## src/rtl/encode16x4_reqq_pkg.sv

```systemverilog
// Shared definitions for the 16-to-4 request encoder.
//   N_SLOTS : number of request lines / pending bits
//   IDX_W   : width of an encoded slot index
//   state_e : handshake FSM states
package encode16x4_reqq_pkg;

  localparam int unsigned N_SLOTS = 16;
  localparam int unsigned IDX_W   = 4;

  typedef enum logic {
    IDLE    = 1'b0,
    PRESENT = 1'b1
  } state_e;

endpackage

```

## src/rtl/encode16x4_reqq_prio_enc16.sv

```systemverilog
// Combinational priority encoder with a rotating start point.
// Ports:
//   vector [15:0] in  : candidate bits
//   base   [3:0]  in  : first index examined; scan wraps 15 -> 0
//   idx    [3:0]  out : first set index at or after base (0 when none)
//   any           out : at least one bit of vector is set
module prio_enc16
  import encode16x4_reqq_pkg::*;
(
  input  logic [N_SLOTS-1:0] vector,
  input  logic [IDX_W-1:0]   base,
  output logic [IDX_W-1:0]   idx,
  output logic               any
);

  logic             found;
  logic [IDX_W-1:0] pos;

  always_comb begin
    idx   = '0;
    any   = |vector;
    found = 1'b0;
    pos   = '0;
    for (int unsigned i = 0; i < N_SLOTS; i++) begin
      // 4-bit addition wraps modulo 16, giving the circular scan
      pos = base + IDX_W'(i);
      if (!found && vector[pos]) begin
        idx   = pos;
        found = 1'b1;
      end
    end
  end

endmodule

```

## src/rtl/encode16x4_reqq.sv

```systemverilog
// Sequential 16-to-4 encoder: latches request pulses as sticky pending bits
// and hands out one slot index at a time over a valid/ready handshake.
// Parameters:
//   RR_EN  : 0 fixed priority (lowest index), 1 round-robin after last grant
//   OVR_EN : 1 flags a request landing on an already-pending slot
// Ports:
//   clk, rst_n       : clock, synchronous active-low reset
//   req[15:0]        : event pulses, bit i marks slot i pending
//   out_ready        : consumer accepts code this cycle
//   ovr_clr          : clears ovr_flag
//   out_valid        : code holds a pending index
//   code[3:0]        : granted slot index
//   pending[15:0]    : sticky pending register
//   ovr_flag         : sticky overrun indicator
module encode16x4_reqq
  import encode16x4_reqq_pkg::*;
#(
  parameter int unsigned RR_EN  = 0,
  parameter int unsigned OVR_EN = 1
) (
  input  logic               clk,
  input  logic               rst_n,
  input  logic [N_SLOTS-1:0] req,
  input  logic               out_ready,
  input  logic               ovr_clr,
  output logic               out_valid,
  output logic [IDX_W-1:0]   code,
  output logic [N_SLOTS-1:0] pending,
  output logic               ovr_flag
);

  state_e             state_q, state_d;
  logic [N_SLOTS-1:0] pending_q, pending_d;
  logic [IDX_W-1:0]   code_q, code_d;
  logic               out_valid_q, out_valid_d;
  logic [IDX_W-1:0]   rr_ptr_q, rr_ptr_d;
  logic               ovr_q, ovr_d;

  logic               hs;
  logic [N_SLOTS-1:0] clr_mask;
  logic [N_SLOTS-1:0] pend_masked;
  logic [IDX_W-1:0]   sel_base;
  logic [IDX_W-1:0]   sel_idx;
  logic               sel_any;

  assign hs          = out_valid_q && out_ready;
  assign clr_mask    = hs ? (N_SLOTS'(1) << code_q) : '0;
  // Selection sees pending with the serviced bit removed but without this
  // cycle's req; in IDLE clr_mask is zero so this is plain pending.
  assign pend_masked = pending_q & ~clr_mask;

  always_comb begin
    pending_d = pend_masked | req;
    rr_ptr_d  = hs ? code_q + IDX_W'(1) : rr_ptr_q;
    ovr_d     = ovr_q;
    if ((OVR_EN != 0) && (|(req & pend_masked))) begin
      ovr_d = 1'b1;
    end else if (ovr_clr) begin
      ovr_d = 1'b0;
    end
  end

  // rr_ptr_d already reflects a same-cycle grant, so back-to-back selection
  // starts after the slot being serviced.
  assign sel_base = (RR_EN != 0) ? rr_ptr_d : '0;

  prio_enc16 u_prio (
    .vector (pend_masked),
    .base   (sel_base),
    .idx    (sel_idx),
    .any    (sel_any)
  );

  always_ff @(posedge clk) begin
    if (!rst_n) begin
      state_q     <= IDLE;
      pending_q   <= '0;
      code_q      <= '0;
      out_valid_q <= 1'b0;
      rr_ptr_q    <= '0;
      ovr_q       <= 1'b0;
    end else begin
      state_q     <= state_d;
      pending_q   <= pending_d;
      code_q      <= code_d;
      out_valid_q <= out_valid_d;
      rr_ptr_q    <= rr_ptr_d;
      ovr_q       <= ovr_d;
    end
  end

  always_comb begin
    state_d = state_q;
    unique case (state_q)
      IDLE:    if (sel_any) state_d = PRESENT;
      PRESENT: if (hs && !sel_any) state_d = IDLE;
      default: state_d = IDLE;
    endcase
  end

  always_comb begin
    code_d      = code_q;
    out_valid_d = out_valid_q;
    unique case (state_q)
      IDLE: begin
        if (sel_any) begin
          code_d      = sel_idx;
          out_valid_d = 1'b1;
        end
      end
      PRESENT: begin
        if (hs) begin
          if (sel_any) begin
            code_d = sel_idx;
          end else begin
            out_valid_d = 1'b0;
          end
        end
      end
      default: out_valid_d = 1'b0;
    endcase
  end

  assign out_valid = out_valid_q;
  assign code      = code_q;
  assign pending   = pending_q;
  assign ovr_flag  = ovr_q;

endmodule

```

## config.mk

```make
export PLATFORM = sky130hd
export DESIGN_NAME = encode16x4_reqq
export DESIGN_NICKNAME = d
export VERILOG_FILES = /design/src/rtl/encode16x4_reqq_pkg.sv /design/src/rtl/encode16x4_reqq_prio_enc16.sv /design/src/rtl/encode16x4_reqq.sv
export SDC_FILE = /design/constraint.sdc
export NUM_CORES = 1
export LEC_CHECK = 0
export CAP_MARGIN = 20
export CORE_ASPECT_RATIO = 1.5
export CORE_UTILIZATION = 48
export DETAILED_ROUTE_END_ITERATION = 12
export GPL_ROUTABILITY_DRIVEN = 0
export HOLD_SLACK_MARGIN = 0.03
export MAX_ROUTING_LAYER = met4
export PLACE_DENSITY = 0.83
export SETUP_SLACK_MARGIN = 0.02
export SYNTH_ARGS = -nofsm -noshare
export SYNTH_HDL_FRONTEND = slang
export SYNTH_SLANG_ARGS = --single-unit
export TNS_END_PERCENT = 10
```

## constraint.sdc

```tcl
create_clock -name clk -period 4.5 [get_ports clk]
set_input_delay 0.675 -clock clk [delete_from_list [all_inputs] [get_ports clk]]
set_output_delay 0.675 -clock clk [all_outputs]
set_load 0.02 [all_outputs]
```

==> results of run 1 <==
## worst register-to-register path, stage by stage, from the launching register on
cell	delay (ps)
dfxtp_1	570
nand4b_2	240
o31a_1	330
or4_4	570
nor4_4	370
nand2_1	120
o221a_1	270
## per-stage QoR
stage / hold slack, ps / worst slack, ps
2_1_floorplan: 550 / 1990
3_3_place_gp: 588 / 1250
3_5_place_dp: 606 / 1190
4_1_cts: 634 / 1520
5_1_grt: 662 / 1380
6_report: 634 / 1530
## synth_stat cells, types with 2 or more instances
master,n,area [sq um]
a2111oi_0,2,17.5
nand2_1,10,37.5
o221a_1,2,22.5
a22oi_1,2,15.0
o21ai_0,3,15.0
a31oi_1,3,18.8
nor2_1,9,33.8
o31ai_1,2,15.0
dfxtp_1,23,460
o21a_1,31,233
o211a_1,2,20.0
a21oi_1,2,10.0
clkbuf_1,3,11.3
a222oi_1,3,30.0
o32a_1,2,20.0
nand2b_1,3,18.8
mux2_2,2,22.5
nor2b_1,2,12.5
nand4_1,2,12.5
inv_1,2,7.51
o21bai_1,2,15.0
o31a_1,2,17.5
## area by class of cell
type,instances,area [sq um],share of cell area
Tap cell,24,30.0,0.0176
Clock buffer,4,26.3,0.0154
Sequential cell,23,460,0.269
Inverter,2,7.51,0.00439
Multi-Input combinational cell,104,774,0.453
Timing Repair Buffer,41,410,0.240
## kinds of logic after synthesis
kind of cell,synth area share
AO/OA/AOI/OAI,0.408
buffers and inverters,0.0276
flip-flops,0.363
multiplexers,0.0256
AND/OR/NAND/NOR,0.176
## metal layers
| metal | wire [um] | global-route usage | vias up | part of all wire |
|---|---|---|---|---|
| met5 | 0 | - | - | 0 |
| met4 | 144 | 0.178 | 0 | 0.039 |
| met3 | 205 | 0.0474 | 13 | 0.056 |
| met2 | 1930 | 0.493 | 69 | 0.52 |
| met1 | 1400 | 0.305 | 621 | 0.38 |
| li1 | - | - | 614 | - |
## flip-flops by register name, summed over array words and instances, names as in the netlist
register   count
state_q        1
code           4
ovr_flag       1
pending       16
out_valid      1
## where the power goes
part / internal (W) / switching (W) / total, W
combinational: 0.0000770 / 0.0000754 / 0.000152
clock: 0.0000347 / 0.0000637 / 0.0000984
sequential: 0.000219 / 0.0000205 / 0.000239
## final timing paths
path	startpoint	end	slack, ps	depth (start not counted)
setup / recovery	out_ready	out_valid	1530	7
hold / removal	state_q	out_valid	630	2
setup reg to reg	code[0]	out_valid	1930	6
hold reg to reg	state_q	out_valid	630	2
==> summary.txt, run 1 <==
Timing
  – Final setup violation count: 0
  – Fmax: 0.336 GHz
  – Worst-Margin Slew: 849 ps
  – Max transition margin: 0.432
  – Final worst path period share: 0.661
  – RSZ-0062 raised after global routing: no
  – Final setup TNS: 0 ps
  – Fin crit period: 2970 ps
  – Count of final max-slew check failures: 0
  – Clk_skew: 3.29 ps
  – Final Hold Fails: 0

Detailed routing
  – Iteration-0 DRC Markers: 49
  – Drc violations: 0
  – Drt via density: 6.65
  – Number of nets with antenna violations after routing: 0
  – Routed wire per std cell: 18.6 um
  – DRT Pass-1 Iters: 6
  – DRT Wirelength: 3680 um
  – Vias: 1317

GRT
  – Largest net degree at the start of global routing: 25
  – Remaining Overflow, GRT: 0
  – Global-route wire length before repair: 6020 um
  – Total GRT Usage: 0.291
  – Vias in the first global route: 1302
  – Initial antenna violation count: 0

Clocking
  – H-Tree Depth: 1
  – Hold_buf cts: 0
  – Total CTS buffers: 3
  – Clock sinks: 23
  – Worst-path clk slew: 120 ps
  – Post-CTS Setup Bufs: 0
  – CTS tree: built
  – CTS Root Cell: clkbuf_4
  – Worst-Skew Late Latency: 320 ps
  – Longest Clk Path Bufs: 2
  – Gates resized, CTS repair: 0

Floorplanning
  – Chip height: 65.0 um
  – Die W: 44 um
  – Die ar.: 0.00286 sq mm
  – Boundary Pins: 42
  – # rows: 22
  – Core area: 0.00248 sq mm
  – Initial Util: 0.513

Logic synthesis
  – Post-synth EDFFs: 0
  – Ys flop type: dfxtp_1
  – Synth Area per Inst: 9.48 sq um
  – Flops & latches, synth: 23
  – Synth warn: 0
  – Sequential area share after synthesis: 0.363
  – Cell Area, Synth: 0.00127 sq mm
  – Syn Nets: 154
  – Post-Syn Instances: 134
  – FFs w/ async S/R, synth: 0
  – Synth cell types: 42

Run status
  – Status: completed

Worst setup path
  – Max FO, Critical Path: 7
  – Worst EP arrival: 3190 ps
  – Critical Path Source Type: primary input
  – CP endpoint kind: flip-flop
  – Crit path max-delay family: simple AND/OR/NAND/NOR gates
  – Slowest-stage cell, CP: clkdlybuf4s50_1
  – Crit path buf inv count: 1
  – Max incr delay on CP: 640 ps
  – Crit path cell chain: clkdlybuf4s50_1, nand4bb_4, o31a_1, or4_4, nor4_4, nand2_1, o221a_1
  – Critical Path RT: 4720 ps
  – Kind of critical path: primary input to flip-flop

Final layout
  – Commonest non-fill, non-tap cell in the layout: clkdlybuf4s50_1
  – Util after Layout: 0.690
  – Area delta synth->final: 34.6%
  – Layout cell share with drive strength beyond 1: 0.0690
  – # fillers: 203
  – Fin cells: 198
  – Final net count: 195
  – Diodes inserted: 0
  – Most frequent cells in the layout: clkdlybuf4s50_1 (41), o21a_1 (31), dfxtp_1 (23)
  – Final Cell Area: 0.00171 sq mm

Power and ir drop
  – VDD IR-drop max: 0.170 mV
  – Leakage: 0.606 nW
  – Power Density: 287 mW/mm^2
  – Total Power: 0.000490 W

Placement
  – DP Area: 0.00168 sq mm
  – DP HPWL: 2860 um
  – Dpl cells: 194
  – IO Port Bufs: 41

Min path
  – Worst hold path type: flip-flop to flip-flop

Job
  – Max cap viols: 0
Note: power is estimated with default switching activity, not from simulation.
==> run 2, diff against run 1 <==
Settings changed: CORE_UTILIZATION 48 to 45, PLACE_DENSITY 0.83 to 0.79.
Clock period 4.5 ns to 2.74 ns, I/O delays scaled along.
==> run 2 against run 1 <==
Effect of this change: combinational power up 80%; critical path depth unchanged; worst hold slack worse by 25 ps; largest power group unchanged.
==> summary.txt, run 2 (synthesis results as in run 1) <==
Timing
  – Count of final max-slew check failures: 0 (unchanged)
  – Final Hold Fails: 0 (unchanged)
  – Clk_skew: 3.41 ps (+0.121 ps)
  – Final setup violation count: 0 (unchanged)
  – Fin crit period: 2560 ps
  – Fmax: 0.390 GHz
  – Worst-Margin Slew: 808 ps (-41.3 ps)
  – RSZ-0062 raised after global routing: no
  – Final worst path period share: 0.935
  – Max transition margin: 0.460 (+0.0276)
  – Final WS setup: 178 ps (-1350 ps)

Detailed routing
  – Drc violations: 0 (unchanged)
  – Drt via density: 6.14 (-7.7%)
  – Vias: 1381 (+4.9%)
  – Iteration-0 DRC Markers: 90 (+84%)
  – DRT Pass-1 Iters: 4 (-2)
  – Routed wire per std cell: 18.3 um (-1.7%)
  – Number of nets with antenna violations after routing: 0 (unchanged)
  – DRT Wirelength: 4120 um (+12%)

Final layout
  – Layout cell share with drive strength beyond 1: 0.144 (+0.0747)
  – Diodes inserted: 0 (unchanged)
  – Final net count: 209 (+7.2%)
  – Largest register FFs: 16 (unchanged)
  – Area delta synth->final: 45.7%
  – Register Area: 460 sq um (unchanged)
  – Most frequent cells in the layout: clkdlybuf4s50_1 (41), o21a_1 (31), dfxtp_1 (23)
  – Commonest non-fill, non-tap cell in the layout: clkdlybuf4s50_1
  – # fillers: 228 (+12%)
  – Fin cells: 225 (+14%)
  – Area occupied by multi-input gates: 774 sq um (unchanged)
  – Final Cell Area: 0.00185 sq mm (+8.3%)

Power and ir drop
  – Total Power: 0.000880 W (+79%)
  – Power Density: 475 mW/mm^2 (+66%)
  – VDD IR-drop max: 0.362 mV (+110%)
  – Leakage: 0.684 nW (+13%)

Placement
  – Dpl cells: 221 (+14%)
  – DP Area: 0.00180 sq mm (+7.2%)
  – IO Port Bufs: 41 (unchanged)
  – Setup slack at placement: -80.6 ps (-1270 ps)
  – DP HPWL: 3190 um (+12%)

Min path
  – Min-Delay Endpoint: out_valid
  – Worst hold start: state_q
  – Worst hold path type: flip-flop to flip-flop
  – Hold Path Depth: 2 (unchanged)

Worst setup path
  – Max incr delay on CP: 560 ps (-80 ps)
  – Kind of critical path: primary input to flip-flop
  – CP endpoint kind: flip-flop
  – Reg-to-reg slack, setup: 240 ps (-1690 ps)
  – Critical Path RT: 2900 ps (-1820 ps)
  – Reg2reg end: out_valid
  – Max FO, Critical Path: 4 (-3)
  – R2R depth: 6 (unchanged)
  – Reg2reg start: code[1]
  – Critical Path Source Type: primary input
  – Slowest-stage cell, CP: clkdlybuf4s50_1
  – Crit path cell chain: clkdlybuf4s50_1, nand4bb_4, o31a_1, or4_4, nor4_4, nand2_1, o221a_1
  – Worst EP arrival: 2720 ps (-470 ps)

Clocking
  – Longest Clk Path Bufs: 2 (unchanged)
  – CTS Root Cell: clkbuf_8
  – Worst-path clk slew: 80 ps (-40 ps)
  – Clock sinks: 23 (unchanged)
  – Total CTS buffers: 3 (unchanged)
  – Post-CTS Setup Bufs: 0 (unchanged)
  – CTS tree: built
  – Gates resized, CTS repair: 0 (unchanged)
  – H-Tree Depth: 1 (unchanged)
  – Worst-Skew Late Latency: 260 ps (-60 ps)
  – Hold_buf cts: 0 (unchanged)

GRT
  – Vias in the first global route: 1446 (+11%)
  – Global-route wire length before repair: 6780 um (+13%)
  – Initial antenna violation count: 0 (unchanged)
  – Remaining Overflow, GRT: 0 (unchanged)
  – Total GRT Usage: 0.317 (+0.0252)
  – Largest net degree at the start of global routing: 25 (unchanged)

Job
  – Max cap viols: 0 (unchanged)

Floorplanning
  – Core area: 0.00268 sq mm (+8.0%)
  – Die ar.: 0.00304 sq mm (+6.4%)
  – Initial Util: 0.475 (-0.0381)
  – Chip height: 67.1 um (+3.2%)
  – Boundary Pins: 42 (unchanged)
  – Die W: 45.4 um (+3.1%)
  – # rows: 23 (+4.5%)

Run status
  – Status: completed
[run 2: changes by cell type in the layout (fill, tap and decap cells not counted), sizes merged]
cell / before / now
clkinv: 0 / 1
buf: 0 / 14
clkbuf: 4 / 3
[run 2: worst max path at each step]
stage | to | slack [ps] | from
finish | out_valid | 180 | out_ready
global route | ovr_flag | 100 | out_ready
CTS | out_valid | 200 | out_ready
detailed placement | out_valid | -80 | out_ready
global placement | out_valid | -30 | out_ready
floorplan | out_valid | 260 | code[0]
[run 2: routing by layer]
layer	up-vias	wire length (um)	track usage
met4	0	194	0.186
met5	-	0	-
met2	78	2200	0.553
met3	19	220	0.0352
met1	649	1500	0.330
li1	635	-	-
[run 2: through the flow]
stage                      util  TNS (ps)  hold slack [ps]
after floorplan               -         0              535
after global placement    0.674     -40.5              568
after detailed placement  0.674      -221              582
after CTS                 0.691         0              603
after global routing      0.691         0              630
final                     0.691         0              609
[run 2: worst max-delay path, delay by kind of cell]
family	cells	cell delay, ps
simple gates	4	1210
buf+inv	1	560
compound gates	2	540
[run 2: layout make-up]
cell class | instances | area share
Clock buffer | 3 | 0.0223
Tap cell | 37 | 0.0250
Sequential cell | 23 | 0.249
Inverter | 2 | 0.00406
Multi-Input combinational cell | 104 | 0.419
Clock inverter | 1 | 0.00270
Timing Repair Buffer | 55 | 0.279
[run 2: report_power, final]
group          switching (W)  total [W]  internal (W)  leakage [nW]
combinational       0.000130   0.000273      0.000142         0.466
sequential         0.0000351   0.000394      0.000359         0.193
clock               0.000111   0.000212      0.000102        0.0255
==> run 3, diff against run 2 <==
Settings changed: CORE_MARGIN set to 2.
==> run 3 against run 2 <==
Effect of this change: die area is 7.5% higher; worst setup slack better by 8.3 ps; non-clock buffer count stayed put; critical endpoint unchanged.
==> summary.txt, run 3 (synthesis results as in run 1) <==
GRT
  – Initial antenna violation count: 0 (unchanged)
  – Global-route wire length before repair: 6480 um (-4.5%)
  – Largest net degree at the start of global routing: 25 (unchanged)
  – Remaining Overflow, GRT: 0 (unchanged)
  – Total GRT Usage: 0.274 (-0.0425)
  – Vias in the first global route: 1395 (-3.5%)

Timing
  – Count of final max-slew check failures: 0 (unchanged)
  – Clk_skew: 1.81 ps (-1.60 ps)
  – Fin crit period: 2550 ps (-8.28 ps)
  – Worst-Margin Slew: 817 ps (+9.47 ps)
  – Final WS setup: 186 ps (+8.28 ps)
  – Max transition margin: 0.453 (-0.00634)
  – Fmax: 0.392 GHz (+0.32%)
  – Final setup TNS: 0 ps (unchanged)
  – Final Hold Fails: 0 (unchanged)
  – RSZ-0062 raised after global routing: no
  – Final setup violation count: 0 (unchanged)
  – Final worst path period share: 0.932 (-0.00302)

Detailed routing
  – DR WL met2: 2110 um (-4.3%)
  – Vias: 1391 (+0.72%)
  – DRT Pass-1 Iters: 5 (+1)
  – Top sig layer: met4
  – Iteration-0 DRC Markers: 76 (-16%)
  – Routed wire per std cell: 18.0 um (-1.7%)
  – Number of nets with antenna violations after routing: 0 (unchanged)
  – Drc violations: 0 (unchanged)
  – Met3 wire len: 204 um (-7.3%)
  – Drt via density: 6.18 (+0.72%)
  – DRT Wirelength: 4050 um (-1.7%)
  – Metal-1 WL: 1540 um (+2.6%)

Run status
  – Status: completed

Final layout
  – Final Cell Area: 0.00185 sq mm (unchanged)
  – Diodes inserted: 0 (unchanged)
  – Most frequent cells in the layout: clkdlybuf4s50_1 (41), o21a_1 (31), dfxtp_1 (23)
  – Area delta synth->final: 45.7% (unchanged)
  – # fillers: 218 (-4.4%)
  – Commonest non-fill, non-tap cell in the layout: clkdlybuf4s50_1
  – Largest register FFs: 16 (unchanged)
  – Layout cell share with drive strength beyond 1: 0.144 (unchanged)
  – Final net count: 209 (unchanged)

Clocking
  – Gates resized, CTS repair: 0 (unchanged)
  – Hold_buf cts: 0 (unchanged)
  – CTS tree: built
  – Total CTS buffers: 3 (unchanged)
  – CTS Root Cell: clkbuf_8
  – Clock sinks: 23 (unchanged)
  – Longest Clk Path Bufs: 2 (unchanged)
  – Worst-path clk slew: 80 ps (about the same)
  – Post-CTS Setup Bufs: 0 (unchanged)
  – Worst-Skew Late Latency: 260 ps (about the same)
  – H-Tree Depth: 1 (unchanged)

Power and ir drop
  – Sw Pwr: 0.000276 W (about the same)
  – Leakage: 0.684 nW (unchanged)
  – Sw Ratio: 0.314 (about the same)
  – Clock share of power: 0.243 (+0.002)
  – VDD IR-drop max: 0.371 mV (+2.6%)
  – Flop pwr share: 0.449 (about the same)
  – Power Internal: 0.000603 W (about the same)
  – Part of the power in combinational logic: 0.308 (-0.002)
  – Power Density: 475 mW/mm^2 (about the same)

Worst setup path
  – Crit path max-delay family: simple AND/OR/NAND/NOR gates
  – Reg2reg start: code[1]
  – Slowest-stage cell, CP: or4_4
  – Crit path buf inv count: 1 (unchanged)
  – Critical Path Source Type: primary input
  – R2R depth: 6 (unchanged)
  – Stages on the worst setup path: 7 (unchanged)
  – Reg-to-reg slack, setup: 250 ps (about the same)
  – Kind of critical path: primary input to flip-flop
  – Critical Path RT: 2900 ps (about the same)
  – Worst EP arrival: 2720 ps (about the same)
  – CP endpoint kind: flip-flop
  – Crit path cell chain: clkdlybuf4s50_1, nand4bb_4, o31a_1, or4_4, nor4_4, nand2_1, o221a_1
  – Max incr delay on CP: 560 ps (about the same)
  – Reg2reg end: out_valid
  – Max FO, Critical Path: 4 (unchanged)
  – Worst setup startpoint: out_ready
  – Crit path to: out_valid

Job
  – Max cap viols: 0 (unchanged)

Floorplanning
  – Core area: 0.00268 sq mm (unchanged)
  – # rows: 23 (unchanged)
  – Die W: 47.4 um (+4.4%)
  – Initial Util: 0.475 (unchanged)
  – Die ar.: 0.00327 sq mm (+7.5%)
  – Chip height: 69.1 um (+3.0%)
  – Boundary Pins: 42 (unchanged)

Placement
  – Setup slack at placement: -76.3 ps (+4.28 ps)
  – IO Port Bufs: 41 (unchanged)
  – DP HPWL: 3170 um (-0.62%)
  – DP Area: 0.00180 sq mm (unchanged)

Min path
  – Worst hold path type: flip-flop to flip-flop
-- run 3: cell counts in the layout (fill, tap and decap cells not counted) --
Identical to the previous run, type by type.
-- run 3: routing by layer --
layer / up-vias / GRT usage
li1: 639 / -
met1: 651 / 0.308
met2: 80 / 0.432
met3: 21 / 0.0524
met4: 0 / 0.145
met5: - / -
-- run 3: worst min path at each step --
stage,from,endpoint,slack (ps),depth (start not counted)
after floorplan,req[8],pending[8],530,1
after global placement,state_q,out_valid,570,2
after detailed placement,state_q,out_valid,580,2
after CTS,state_q,out_valid,610,2
after global routing,state_q,out_valid,640,2
final,state_q,out_valid,610,2
-- run 3: area by class of cell --
class / count / area (sq um) / area share
clock buffers: 3 / 41.3 / 0.0223
clock inverters: 1 / 5.00 / 0.00270
inverters: 2 / 7.51 / 0.00406
multi-input cells: 104 / 774 / 0.419
flip-flops and latches: 23 / 460 / 0.249
well taps: 37 / 46.3 / 0.0250
repair buffers: 55 / 515 / 0.279
-- run 3: worst reg2reg max path, stage by stage, from the launching register on --
cell      delay, ps
dfxtp_1         580
nand2b_1        260
o21a_1          260
or4_4           510
nor4_4          380
nand2_1         130
o221a_1         270
-- run 3: power groups by stage --
stage | Clock [W] | Combinational (W) | Sequential (W)
2_1_floorplan | 0 | 0.000122 | 0.000415
3_3_place_gp | 0 | 0.000263 | 0.000400
3_5_place_dp | 0 | 0.000268 | 0.000401
4_1_cts | 0.000221 | 0.000270 | 0.000393
5_1_grt | 0.000231 | 0.000288 | 0.000398
6_report | 0.000214 | 0.000271 | 0.000395
-- run 3: metrics by stage --
step,util,cells,power (W),hold slack (ps)
after detailed placement,0.674,221,0.000669,583
after CTS,0.691,225,0.000884,605
after floorplan,-,134,0.000537,535
after global placement,0.674,221,0.000663,568
after global routing,0.691,225,0.000918,640
final,0.691,225,0.000880,614
